### config.mk
export PLATFORM = sky130hd
export DESIGN_NAME = mem_port_arbiter
export DESIGN_NICKNAME = d
export VERILOG_FILES = /design/src/rtl/mem_port_arbiter.sv
export SDC_FILE = /design/constraint.sdc
export NUM_CORES = 1
export LEC_CHECK = 0
export CORE_AREA = 5 5 103 105
export CTS_CLUSTER_DIAMETER = 150
export CTS_CLUSTER_SIZE = 20
export DETAILED_ROUTE_END_ITERATION = 6
export DIE_AREA = 0 0 108 110
export DONT_BUFFER_PORTS = 1
export PLACE_DENSITY = 0.76
export REMOVE_ABC_BUFFERS = 1
export SLEW_MARGIN = 30
export SYNTH_ARGS = -nofsm -noshare
export SYNTH_HDL_FRONTEND = slang
export SYNTH_SLANG_ARGS = --single-unit
### constraint.sdc
create_clock -name clk -period 10.6 [get_ports clk]
set_clock_uncertainty 0.15 [all_clocks]
set_input_delay 2.12 -clock clk [delete_from_list [all_inputs] [get_ports clk]]
set_output_delay 2.12 -clock clk [all_outputs]
set_load 0.01 [all_outputs]
### src/rtl/mem_port_arbiter.sv
// mem_port_arbiter
//   Shares one single-port memory between instruction fetch (if_*) and
//   load/store (d_*). One transaction at a time; data wins ties because the
//   load/store belongs to the older instruction. Completion is signalled by a
//   one-cycle ack pulse in a dedicated DONE cycle, during which no grant is
//   made, so a requester still holding req while it samples ack is not
//   served twice.
//
//   Optional build macro: ARB_TIMEOUT_EN
//     defined   - a BUSY phase without mem_ack for TIMEOUT cycles completes
//                 with rdata all ones and sets sticky bus_err.
//     undefined - BUSY waits forever for mem_ack, bus_err stays 0.
//
//   Ports
//     clk, rst        clock (rising edge), async active-high reset
//     if_req/if_addr  fetch request, held until if_ack
//     if_rdata/if_ack fetched word, one-cycle completion pulse
//     d_req/d_we/d_be/d_addr/d_wdata  load/store request, held until d_ack
//     d_rdata/d_ack   load data (untouched by stores), completion pulse
//     mem_*           memory handshake; mem_req held until mem_ack
//     stall           combinational core freeze while any request is pending
//     bus_err         sticky timeout flag
module mem_port_arbiter #(
   parameter int ADDR_W  = 32,
   parameter int DATA_W  = 32,
   parameter int TIMEOUT = 16
) (
   input  logic                clk,
   input  logic                rst,
   input  logic                if_req,
   input  logic [ADDR_W-1:0]   if_addr,
   output logic [DATA_W-1:0]   if_rdata,
   output logic                if_ack,
   input  logic                d_req,
   input  logic                d_we,
   input  logic [DATA_W/8-1:0] d_be,
   input  logic [ADDR_W-1:0]   d_addr,
   input  logic [DATA_W-1:0]   d_wdata,
   output logic [DATA_W-1:0]   d_rdata,
   output logic                d_ack,
   output logic                mem_req,
   output logic                mem_we,
   output logic [DATA_W/8-1:0] mem_be,
   output logic [ADDR_W-1:0]   mem_addr,
   output logic [DATA_W-1:0]   mem_wdata,
   input  logic [DATA_W-1:0]   mem_rdata,
   input  logic                mem_ack,
   output logic                stall,
   output logic                bus_err
);

   if (TIMEOUT < 2) begin : g_bad_timeout
      $error("mem_port_arbiter: TIMEOUT must be at least 2");
   end

   typedef enum logic [1:0] {IDLE, BUSY_I, BUSY_D, DONE} state_t;

   state_t state, state_nx;
   logic   busy;
   logic   tmo;   // BUSY phase expires this cycle with no mem_ack

   assign busy = (state == BUSY_I) || (state == BUSY_D);

`ifdef ARB_TIMEOUT_EN
   localparam int CW = $clog2(TIMEOUT + 1);
   logic [CW-1:0] cnt;

   // BUSY is only ever entered from IDLE, so clearing outside BUSY is the
   // same as clearing on entry.
   always_ff @(posedge clk or posedge rst) begin
      if (rst)
         cnt <= '0;
      else if (!busy)
         cnt <= '0;
      else if (!mem_ack)
         cnt <= cnt + 1'b1;
   end

   // cnt counts completed ack-less BUSY cycles; this is the TIMEOUT-th one.
   assign tmo = busy && !mem_ack && (cnt == CW'(TIMEOUT - 1));
`else
   assign tmo = 1'b0;
`endif

   always_ff @(posedge clk or posedge rst) begin
      if (rst) state <= IDLE;
      else     state <= state_nx;
   end

   always_comb begin
      state_nx = state;
      case (state)
         IDLE:           if (d_req)           state_nx = BUSY_D;
                         else if (if_req)     state_nx = BUSY_I;
         BUSY_I, BUSY_D: if (mem_ack || tmo)  state_nx = DONE;
         default:                             state_nx = IDLE;
      endcase
   end

   always_ff @(posedge clk or posedge rst) begin
      if (rst) begin
         mem_req   <= 1'b0;
         mem_we    <= 1'b0;
         mem_be    <= '0;
         mem_addr  <= '0;
         mem_wdata <= '0;
         if_ack    <= 1'b0;
         d_ack     <= 1'b0;
         if_rdata  <= '0;
         d_rdata   <= '0;
         bus_err   <= 1'b0;
      end else begin
         if_ack <= 1'b0;
         d_ack  <= 1'b0;
         case (state)
            IDLE: begin
               if (d_req) begin
                  mem_req   <= 1'b1;
                  mem_we    <= d_we;
                  mem_be    <= d_we ? d_be : '1;
                  mem_addr  <= d_addr;
                  mem_wdata <= d_wdata;
               end else if (if_req) begin
                  mem_req   <= 1'b1;
                  mem_we    <= 1'b0;
                  mem_be    <= '1;
                  mem_addr  <= if_addr;
               end
            end
            BUSY_I: begin
               if (mem_ack) begin
                  mem_req  <= 1'b0;
                  if_rdata <= mem_rdata;
                  if_ack   <= 1'b1;
               end else if (tmo) begin
                  mem_req  <= 1'b0;
                  if_rdata <= '1;
                  if_ack   <= 1'b1;
                  bus_err  <= 1'b1;
               end
            end
            BUSY_D: begin
               if (mem_ack) begin
                  mem_req <= 1'b0;
                  if (!mem_we) d_rdata <= mem_rdata;
                  d_ack   <= 1'b1;
               end else if (tmo) begin
                  mem_req <= 1'b0;
                  d_rdata <= '1;
                  d_ack   <= 1'b1;
                  bus_err <= 1'b1;
               end
            end
            default: ;
         endcase
      end
   end

   assign stall = (if_req & ~if_ack) | (d_req & ~d_ack);

endmodule

# == Yosys cells after proc, flatten, opt, wreduce, memory -nomap -nowiden ==
# Cells that the tools add are included.
# W data, S select, Z words.
# totals
out_inout_bits,138
reg_bits,138
# classes
eq_ne,4
n_mux,18
n_bitwise,6
n_reduce_logical,10
# op_table
cell,count
$mux W32,2
$mux W4,3
$mux W1,8
$reduce_and A2 Y1,4
$mux W2,3
$reduce_and A3 Y1,2
$pmux W2 S2,1
$reduce_bool A2 Y1,2
$ne A3 B3 Y1 const B,1
$not A1 Y1,3
$and A1 B1 Y1,2
$eq A2 B1 Y1 const B,1
$eq A2 B2 Y1 const B,1
$logic_not A2 Y1,1
$ne A2 B1 Y1 const B,1
$pmux W1 S2,1
$reduce_or A2 Y1,1
$or A1 B1 Y1,1

# == Depth between registers and ports, before layout ==
# Gate-level depths: netlist of run 1.
# logic_depth
word_depth,4
mapped_depth,7
mapped_depth_nobuf,5

# == Least setup slack after synthesis of run 1 ==
# OpenSTA, ideal clock, no wires.
# synth_timing
path_type,input port to output port
from,input port d_req
to,output port stall
required_time_ns,8.330
setup_slack_ns,5.619
cell_stages,4
t_arrival_ns,2.711
path_cell_list,buf_4 > buf_4 > inv_1 > o22ai_1
# synth_between
elab_chain_len,2
# synth_rtl
item,line_no,text
from (decl),34,"input logic d_req,"
$and A1 B1 Y1,159,assign stall = (if_req & ~if_ack) | (d_req & ~d_ack);
$or A1 B1 Y1,159,
to (decl),48,"output logic stall,"
# Every way passes these cells.

# == Final worst setup path of run 1 ==
# layout_timing
from,input port if_req
to,output port stall
# layout_between
elab_chain_len,2
# layout_rtl
item,line_no,text
from (decl),30,"input logic if_req,"
$and A1 B1 Y1,159,
$or A1 B1 Y1,159,
# Every way passes these cells.

==> qor.csv, run 1 <==
stage,metric,value,unit
status,outcome,"finished, final reports clean",
global_routing,largest net degree at the start of global routing,81,
job,Max-cap violations,0,
power,P_leak,2.83,nW
clock_network,clock slew at reported path FFs,60,ps
worst_setup_path,Critical Path Sink Type,output pin,
route,initial DRC count,122,
timing,Worst-Margin Slew,718,ps
floorplanning,num rows,36,
worst_setup_path,WP data arrival,2450,ps
worst_setup_path,CP required,8330,ps
worst_setup_path,start of the worst register-to-register path,state[0],
synth,Yosys Warn Count,0,
worst_setup_path,CP Max Fanout,4,
final_layout,Finished Cell Area,6200,um2
clock_network,CTS tree,done,
timing,"Slew Viols, Final",0,
worst_setup_path,CP max stage delay,310,ps
worst_setup_path,"CP delay by family, top",compound AO/OA/AOI/OAI gates,
route,DRC viols,0,
route,drt wl/cell,22.6,um
timing,unrepaired setup endpoints after global routing,false,
global_routing,GRT Resource Usage Total,20.0,%
global_routing,initial antenna violation count,0,
clock_network,CTS root buf,clkbuf_8,
power,Worst VDD drop,0.161,mV
worst_setup_path,WP buf/inv,1,
clock_network,clock latency on the worst-skew pair,490,ps
route,via count,3051,
floorplanning,IO Count,276,
timing,setup violators final,0,
final_layout,area growth from synthesis to layout,11.8,%
route,DRT antenna net count,0,
global_routing,global route overflow,0,
worst_setup_path,crit-path cells,"inv_1, o22ai_1",
route,DR vias/cell,5.71,
clock_network,CTS Buf Count,17,
worst_setup_path,critical path depth,2,
power,power per standard cell area,348,nW/um2
synth,sequential share of the synthesized area,62.3,%
worst_setup_path,r2r endpoint,state[1],
hold_path,worst min path class,reg2reg,
timing,slew margin rel.,52.0,%
global_routing,vias in the first global route,3283,
clock_network,clock sinks,138,
floorplanning,die height,110,um
clock_network,Clock Path Buffers,2,
worst_setup_path,R2R depth,5,
place,Port Buf Inserts,0,
synth,Seq cells post-synth,138,
clock_network,htree depth,4,
final_layout,share of layout cells above drive strength 1,33.7,%
timing,Tmin final,4720,ps
hold_path,Min-Delay Endpoint,mem_addr[26],
timing,Final Cycle Share,44.5,%
worst_setup_path,slowest cell on the critical path,o22ai_1,
global_routing,global-route wire length before repair,18000,um
synth,synthesized area,5550,um2
synth,Post-Synthesis Cells,388,
hold_path,hold path start,mem_addr[26],
floorplanning,Initial Util,58.1,%
timing,"Hold Violations, Final",0,
route,Routed WL,12100,um
floorplanning,die width,108,um
timing,Max Clk Rate,212,MHz
timing,setup TNS,0,ps
floorplanning,die area,11900,um2
clock_network,Resize count post-CTS,0,
place,Final Wtd Congestion,0.744,
clock_network,"Setup Fix Bufs, Post-CTS",0,
floorplanning,total core area,9550,um2
place,"Cell Area, Placed",5600,um2
clock_network,Hold Buf Count CTS,0,
worst_setup_path,Setup Crit Path Kind,in2out,
place,DP HPWL,9040,um
hold_path,hold depth,2,
synth,Yosys cell types,25,
final_layout,NumNets Final,531,
worst_setup_path,startpoint type of the worst setup path,primary input,
synth,Post-Synthesis Mean Instance Area,14.3,um2
route,DRT Pass-1 Iters,4,
worst_setup_path,worst reg-to-reg setup slack,8550,ps
final_layout,ant diodes,0,
state kept, by name, summed over array words and instances (netlist names):
name / flops
d_ack: 1
d_rdata: 32
if_ack: 1
if_rdata: 32
mem_addr: 32
mem_be: 4
mem_req: 1
mem_wdata: 32
mem_we: 1
state: 2
worst max-delay path by stage:
stage,from,end,slack (ps)
6_report,if_req,stall,5880
4_1_cts,if_req,stall,5890
2_1_floorplan,rst,d_ack,4630
3_3_place_gp,if_req,stall,5890
5_1_grt,if_req,stall,5860
3_5_place_dp,if_req,stall,5890
power by group:
part           total [mW]  switching, mW  internal, mW
logic               0.440          0.189         0.251
clock network       0.595          0.221         0.373
registers            1.12          0.329         0.796
total                2.16          0.739          1.42
metal layers:
metal  up-vias  track usage, %  wire [um]
li1       1351               -          -
met1      1510            21.9       4220
met2       166            34.3       6310
met3        24            8.27       1240
met4         0            9.11        305
met5         -               0          0
layout make-up:
type                       instances  area [um2]
tap                              133         166
inverter                           8        35.0
multi-input combinational        220        1910
fill                             739        3350
clock inverter                    12         164
sequential                       138        3450
clock buffer                      19         442
timing repair buffer               4        30.0
Yosys cell counts, drive strengths merged:
cell	instances	share of area (%)
o31ai	2	0.27
nand2	36	2.5
mux2i	32	5.8
mux2	98	20
nor3b	1	0.14
dfrtp	138	62
clkbuf	2	0.14
ha	4	0.90
o22ai	1	0.11
conb	1	0.068
inv	8	0.54
buf	20	2.8
or2b	1	0.14
o21a	1	0.14
a21oi	3	0.27
and2	1	0.11
nand2b	1	0.11
nand3	1	0.090
o22a	4	0.63
o21ai	33	3.0
cell usage in the layout, fill, tap and decap left out, types with 2 or more instances in the layout:
| cell type | instances |
|---|---|
| bufinv_16 | 3 |
| o22a_1 | 4 |
| ha_1 | 4 |
| dfrtp_1 | 138 |
| o21ai_0 | 32 |
| clkbuf_8 | 3 |
| clkbuf_16 | 16 |
| nand2_1 | 35 |
| mux2_4 | 2 |
| mux2i_1 | 32 |
| o31ai_1 | 2 |
| mux2_2 | 95 |
| clkinv_4 | 3 |
| buf_4 | 4 |
| inv_6 | 5 |
| a21oi_1 | 3 |
| inv_1 | 7 |
logic make-up after synthesis:
group,Yosys count,share of synthesized area [%]
flops,138,62.3
mux,130,25.8
compound gates,44,4.40
simple gates,41,3.07
buf+inv,30,3.50
fa+ha+maj,4,0.902
other cells,1,0.0676
per-stage QoR:
stage | hold WS, ps | setup WS, ps | utilization [%] | instances | power, mW
2_1_floorplan | 366 | 4630 | - | 366 | 1.43
3_3_place_gp | 389 | 5890 | 58.6 | 503 | 1.55
3_5_place_dp | 403 | 5890 | 58.6 | 503 | 1.59
6_report | 407 | 5880 | 64.9 | 534 | 2.16
4_1_cts | 414 | 5890 | 64.9 | 534 | 2.19
5_1_grt | 440 | 5860 | 64.9 | 534 | 2.28
Note: power is estimated with default switching activity, not from simulation.
==> run 2, diff against run 1 <==
==> constraint.sdc (replaced) <==
create_clock -name clk -period 4.9 [get_ports clk]
set_clock_uncertainty 0.15 [all_clocks]
set_input_delay 0.98 -clock clk [delete_from_list [all_inputs] [get_ports clk]]
set_output_delay 0.98 -clock clk [all_outputs]
set_load 0.01 [all_outputs]
==> qor.csv, run 2 (synthesis gave the netlist of run 1 again) <==
stage,metric,value,unit,change
power,Worst VDD drop,0.400,mV,+150%
place,placed insts,503,,unchanged
floorplanning,total core area,9550,um2,unchanged
global_routing,initial antenna violation count,0,,unchanged
worst_setup_path,CP max stage delay,300,ps,about the same
worst_setup_path,WP data arrival,1300,ps,-1150 ps
clock_network,Hold Buf Count CTS,0,,unchanged
status,outcome,"finished, final reports clean",,
place,Final Wtd Congestion,0.791,,+6.4%
clock_network,Clock Path Buffers,2,,unchanged
worst_setup_path,critical path depth,2,,unchanged
floorplanning,die height,110,um,unchanged
worst_setup_path,Setup Crit Path Kind,in2out,,
final_layout,ant diodes,0,,unchanged
clock_network,Resize count post-CTS,0,,unchanged
clock_network,clock latency on the worst-skew pair,500,ps,about the same
clock_network,htree depth,4,,unchanged
power,P_leak,2.85,nW,+0.72%
final_layout,NumNets Final,531,,unchanged
timing,Worst-Margin Slew,747,ps,+28.6 ps
global_routing,vias in the first global route,3283,,unchanged
route,DRT Pass-1 Iters,4,,unchanged
final_layout,area growth from synthesis to layout,12.6,%,
timing,setup violators final,0,,unchanged
worst_setup_path,WP buf/inv,1,,unchanged
global_routing,largest net degree at the start of global routing,107,,+32%
final_layout,Layout Cells excl Fill,534,,unchanged
final_layout,Layout Utilization,65.4,%,+0.47 points
worst_setup_path,R2R depth,5,,unchanged
global_routing,GRT Resource Usage Total,20.2,%,+0.14 points
timing,Final Cycle Share,49.6,%,
floorplanning,num rows,36,,unchanged
timing,Max Clk Rate,411,MHz,
worst_setup_path,CP required,3770,ps,-4560 ps
timing,setup TNS,0,ps,unchanged
timing,"Hold Violations, Final",0,,unchanged
floorplanning,Initial Util,58.1,%,unchanged
worst_setup_path,CP Max Fanout,4,,unchanged
power,Power Total,4.76,mW,+120%
timing,Tmin final,2430,ps,
place,Port Buf Inserts,0,,unchanged
route,DRC viols,0,,unchanged
global_routing,global route overflow,0,,unchanged
power,power per standard cell area,762,nW/um2,+120%
route,DRT antenna net count,0,,unchanged
route,Routed WL,12200,um,+1.3%
final_layout,share of layout cells above drive strength 1,33.4,%,-0.25 points
route,DR vias/cell,5.70,,-0.20%
clock_network,clock sinks,138,,unchanged
floorplanning,IO Count,276,,unchanged
clock_network,CTS Buf Count,17,,unchanged
final_layout,most frequent cells in the layout,"dfrtp_1, mux2_2, nand2_1",,
clock_network,clock slew at reported path FFs,60,ps,about the same
hold_path,worst min path class,in2async,,
clock_network,CTS root buf,clkbuf_8,,
final_layout,Finished Cell Area,6250,um2,+0.73%
worst_setup_path,crit-path cells,"inv_1, o22ai_1",,
clock_network,CTS tree,done,,
worst_setup_path,Critical Path Sink Type,output pin,,
timing,unrepaired setup endpoints after global routing,false,,
place,DP HPWL,9130,um,+0.98%
floorplanning,die area,11900,um2,unchanged
worst_setup_path,startpoint type of the worst setup path,primary input,,
clock_network,"Setup Fix Bufs, Post-CTS",0,,unchanged
route,drt wl/cell,22.9,um,+1.3%
floorplanning,die width,108,um,unchanged
global_routing,global-route wire length before repair,18000,um,+0.31%
route,via count,3045,,-0.20%
timing,slew margin rel.,50.0,%,-1.9 points
timing,"Slew Viols, Final",0,,unchanged
job,Max-cap violations,0,,unchanged
worst_setup_path,worst reg-to-reg setup slack,2840,ps,-5710 ps
worst_setup_path,"CP delay by family, top",compound AO/OA/AOI/OAI gates,,
final_layout,"commonest non-fill, non-tap cell in the layout",dfrtp_1,,
worst_setup_path,slowest cell on the critical path,o22ai_1,,
route,initial DRC count,106,,-13%
place,"Cell Area, Placed",5600,um2,unchanged
## run 2: changes by cell type in the layout (fill, tap and decap cells not counted), sizes merged
cell | before | now
bufinv | 3 | 5
clkbuf | 19 | 21
clkinv | 4 | 3
inv | 12 | 9
## run 2: power breakdown
group          internal [mW]  leakage, nW  total (mW)  switching, mW
registers               1.72         1.65        2.44          0.716
logic                  0.543        0.887       0.950          0.407
clock network          0.918        0.315        1.37          0.456
## run 2: worst paths after layout
| check | from | endpoint |
|---|---|---|
| setup / recovery | if_req | stall |
| hold / removal | rst | if_rdata[21] |
| setup reg to reg | state[0] | state[1] |
| hold reg to reg | mem_addr[6] | mem_addr[6] |
| max in group asynchronous | rst | mem_wdata[27] |
| min in group clk | mem_addr[6] | mem_addr[6] |
## run 2: layout make-up
cell class / instances / area [um2]
clock buffer: 21 / 459
timing repair buffer: 4 / 30.0
multi-input combinational: 220 / 1910
tap: 133 / 166
clock inverter: 10 / 189
sequential: 138 / 3450
fill: 675 / 3300
inverter: 8 / 37.5
## run 2: per-layer routing
metal	vias up	global-route usage (%)	routed length [um]
li1	1344	-	-
met1	1489	22.0	4160
met2	182	34.7	6410
met3	30	8.21	1330
met4	0	9.02	333
met5	-	0	0
## run 2: stage by stage
stage	setup WS [ps]	hold WS [ps]
final	2470	294
after global routing	2420	331
after CTS	2450	410
after detailed placement	2470	395
after global placement	2470	389
after floorplan	73.8	366
==> run 3, diff against run 2 <==
==> constraint.sdc (replaced) <==
create_clock -name clk -period 2.3 [get_ports clk]
set_clock_uncertainty 0.15 [all_clocks]
set_input_delay 0.46 -clock clk [delete_from_list [all_inputs] [get_ports clk]]
set_output_delay 0.46 -clock clk [all_outputs]
set_load 0.01 [all_outputs]
==> qor.csv, run 3 (synthesis gave the netlist of run 1 again) <==
stage,metric,value,unit,change
worst_setup_path,slowest cell on the critical path,dfrtp_1,,
worst_setup_path,CP Max Fanout,2,,-2
place,placed insts,505,,+0.40%
route,initial DRC count,143,,+35%
timing,Final Cycle Share,83.2,%,
power,Net Sw Frac,35.4,%,+2.3 points
clock_network,CTS root buf,clkbuf_8,,
clock_network,Clock Path Buffers,2,,unchanged
global_routing,GR Util met3,7.98,%,-0.23 points
clock_network,Resize count post-CTS,0,,unchanged
timing,unrepaired setup endpoints after global routing,false,,
clock_network,CTS tree,done,,
worst_setup_path,Critical Path Sink Type,output pin,,
hold_path,worst min path class,in2reg,,
timing,Setup WS post-layout,386,ps,-2080 ps
timing,slew margin rel.,63.2,%,+13 points
floorplanning,die width,108,um,unchanged
worst_setup_path,startpoint type of the worst setup path,flop,,
floorplanning,die area,11900,um2,unchanged
clock_network,clock slew at reported path FFs,60,ps,about the same
timing,setup violators final,0,,unchanged
global_routing,Most Crowded Layer GR,met2,,
floorplanning,Initial Util,58.1,%,unchanged
final_layout,Finished Cell Area,7100,um2,+14%
worst_setup_path,"CP delay by family, top",flip-flops,,
power,Clk pwr share,25.3,%,-3.6 points
worst_setup_path,Setup Crit Path Kind,reg2out,,
clock_network,clock latency on the worst-skew pair,500,ps,about the same
final_layout,Layout Cells excl Fill,626,,+17%
clock_network,clock sinks,138,,unchanged
worst_setup_path,crit-path cells,o22ai_1,,
timing,"Slew Viols, Final",0,,unchanged
floorplanning,die height,110,um,unchanged
global_routing,GRT Resource Usage Total,23.4,%,+3.2 points
worst_setup_path,WP buf/inv,0,,-1
route,DRC viols,0,,unchanged
final_layout,area growth from synthesis to layout,28.0,%,
place,Port Buf Inserts,0,,unchanged
place,Final Wtd Congestion,0.769,,-2.8%
power,Reg power frac,52.2,%,+1.0 points
clock_network,"Setup Fix Bufs, Post-CTS",0,,unchanged
place,"Cell Area, Placed",5650,um2,+0.94%
worst_setup_path,WP data arrival,1300,ps,about the same
floorplanning,num rows,36,,unchanged
timing,Tmin final,1910,ps,
status,outcome,"finished, final reports clean",,
worst_setup_path,crit path from,if_ack,,
job,Max-cap violations,0,,unchanged
final_layout,share of layout cells above drive strength 1,27.8,%,-5.6 points
route,DRT Pass-1 Iters,4,,unchanged
timing,Worst-Margin Slew,552,ps,-194 ps
global_routing,largest net degree at the start of global routing,66,,-38%
global_routing,global route overflow,0,,unchanged
final_layout,most frequent cells in the layout,"dfrtp_1, mux2_2, dlygate4sd3_1",,
clock_network,htree depth,4,,unchanged
route,drt wl/cell,22.6,um,-1.2%
power,Comb pwr share,22.5,%,+2.5 points
floorplanning,IO Count,276,,unchanged
global_routing,global-route wire length before repair,20900,um,+16%
route,DRT antenna net count,0,,unchanged
power,Worst VDD drop,0.731,mV,+83%
global_routing,met1 Use GR,25.5,%,+3.5 points
timing,setup TNS,0,ps,unchanged
final_layout,"commonest non-fill, non-tap cell in the layout",dfrtp_1,,
power,P_leak,3.19,nW,+12%
power,internal cell power,6.49,mW,+100%
global_routing,vias in the first global route,3827,,+17%
floorplanning,total core area,9550,um2,unchanged
worst_setup_path,CP required,1690,ps,-2080 ps
power,Psw,3.55,mW,+130%
place,"worst slack, placed",423,ps,-2040 ps
final_layout,NumNets Final,621,,+17%
worst_setup_path,start of the worst register-to-register path,state[0],,
route,Routed WL,14200,um,+16%
timing,Max Clk Rate,523,MHz,
global_routing,met2 Use GR,42.2,%,+7.5 points
place,DP HPWL,9140,um,about the same
route,DR vias/cell,5.59,,-2.0%
timing,"Hold Violations, Final",0,,unchanged
final_layout,Layout Utilization,74.3,%,+8.9 points
route,via count,3499,,+15%
global_routing,initial antenna violation count,0,,unchanged
worst_setup_path,CP max stage delay,450,ps,+150 ps
hold_path,hold path start,if_addr[16],,
clock_network,CTS Buf Count,17,,unchanged
power,power per standard cell area,1410,nW/um2,+86%
==> run 3: changes by cell type in the layout (fill, tap and decap cells not counted) <==
cell and delta:
buf_4 -1, dlygate4sd3_1 +88, inv_6 +4, bufinv_16 -4, clkinv_4 -1, buf_12 +3
diode_2 +1, inv_8 -1, clkinvlp_4 +3
==> run 3: final timing paths <==
check	endpoint	slack [ps]	cells past startpoint
setup / recovery	stall	390	1
hold / removal	mem_addr[16]	20	2
setup reg to reg	d_rdata[8]	400	6
hold reg to reg	mem_addr[6]	410	2
max in group asynchronous	mem_be[0]	1000	3
min in group asynchronous	if_rdata[20]	370	2
==> run 3: final cells by class <==
cell class,instances,area (um2)
Antenna cell,1,2.50
Clock buffer,21,459
Clock inverter,11,109
Fill cell,569,2450
Inverter,8,35.0
Multi-Input combinational cell,220,1910
Sequential cell,138,3450
Tap cell,133,166
Timing Repair Buffer,94,963
==> run 3: stage by stage <==
stage	total power, mW	hold slack [ps]
floorplan	6.59	366
CTS	10.0	0.706
detailed placement	7.34	275
global route	10.6	10.1
global placement	7.16	258
finish	10.0	22.1
==> run 3: timing repair <==
item | 4_1_cts | 5_1_grt
hold endpoints to repair | 169 | 0
endpoints found under the setup margin | 0 | 0
hold buffers | 88 | 0
==> run 3: power groups by stage <==
stage                     clock, mW  sequential, mW  combinational [mW]
after global placement            0            5.22                1.94
after global routing           2.70            5.36                2.50
after CTS                      2.59            5.23                2.23
after detailed placement          0            5.24                2.10
after floorplan                   0            4.85                1.74
final                          2.55            5.24                2.26
==> run 3: metal layers <==
layer	part of all wire (%)	wire, um	vias to the layer above
met5	0	0	-
met4	2.0	282	0
met3	9.1	1290	23
met2	54	7690	182
met1	35	4910	1755
li1	-	-	1539
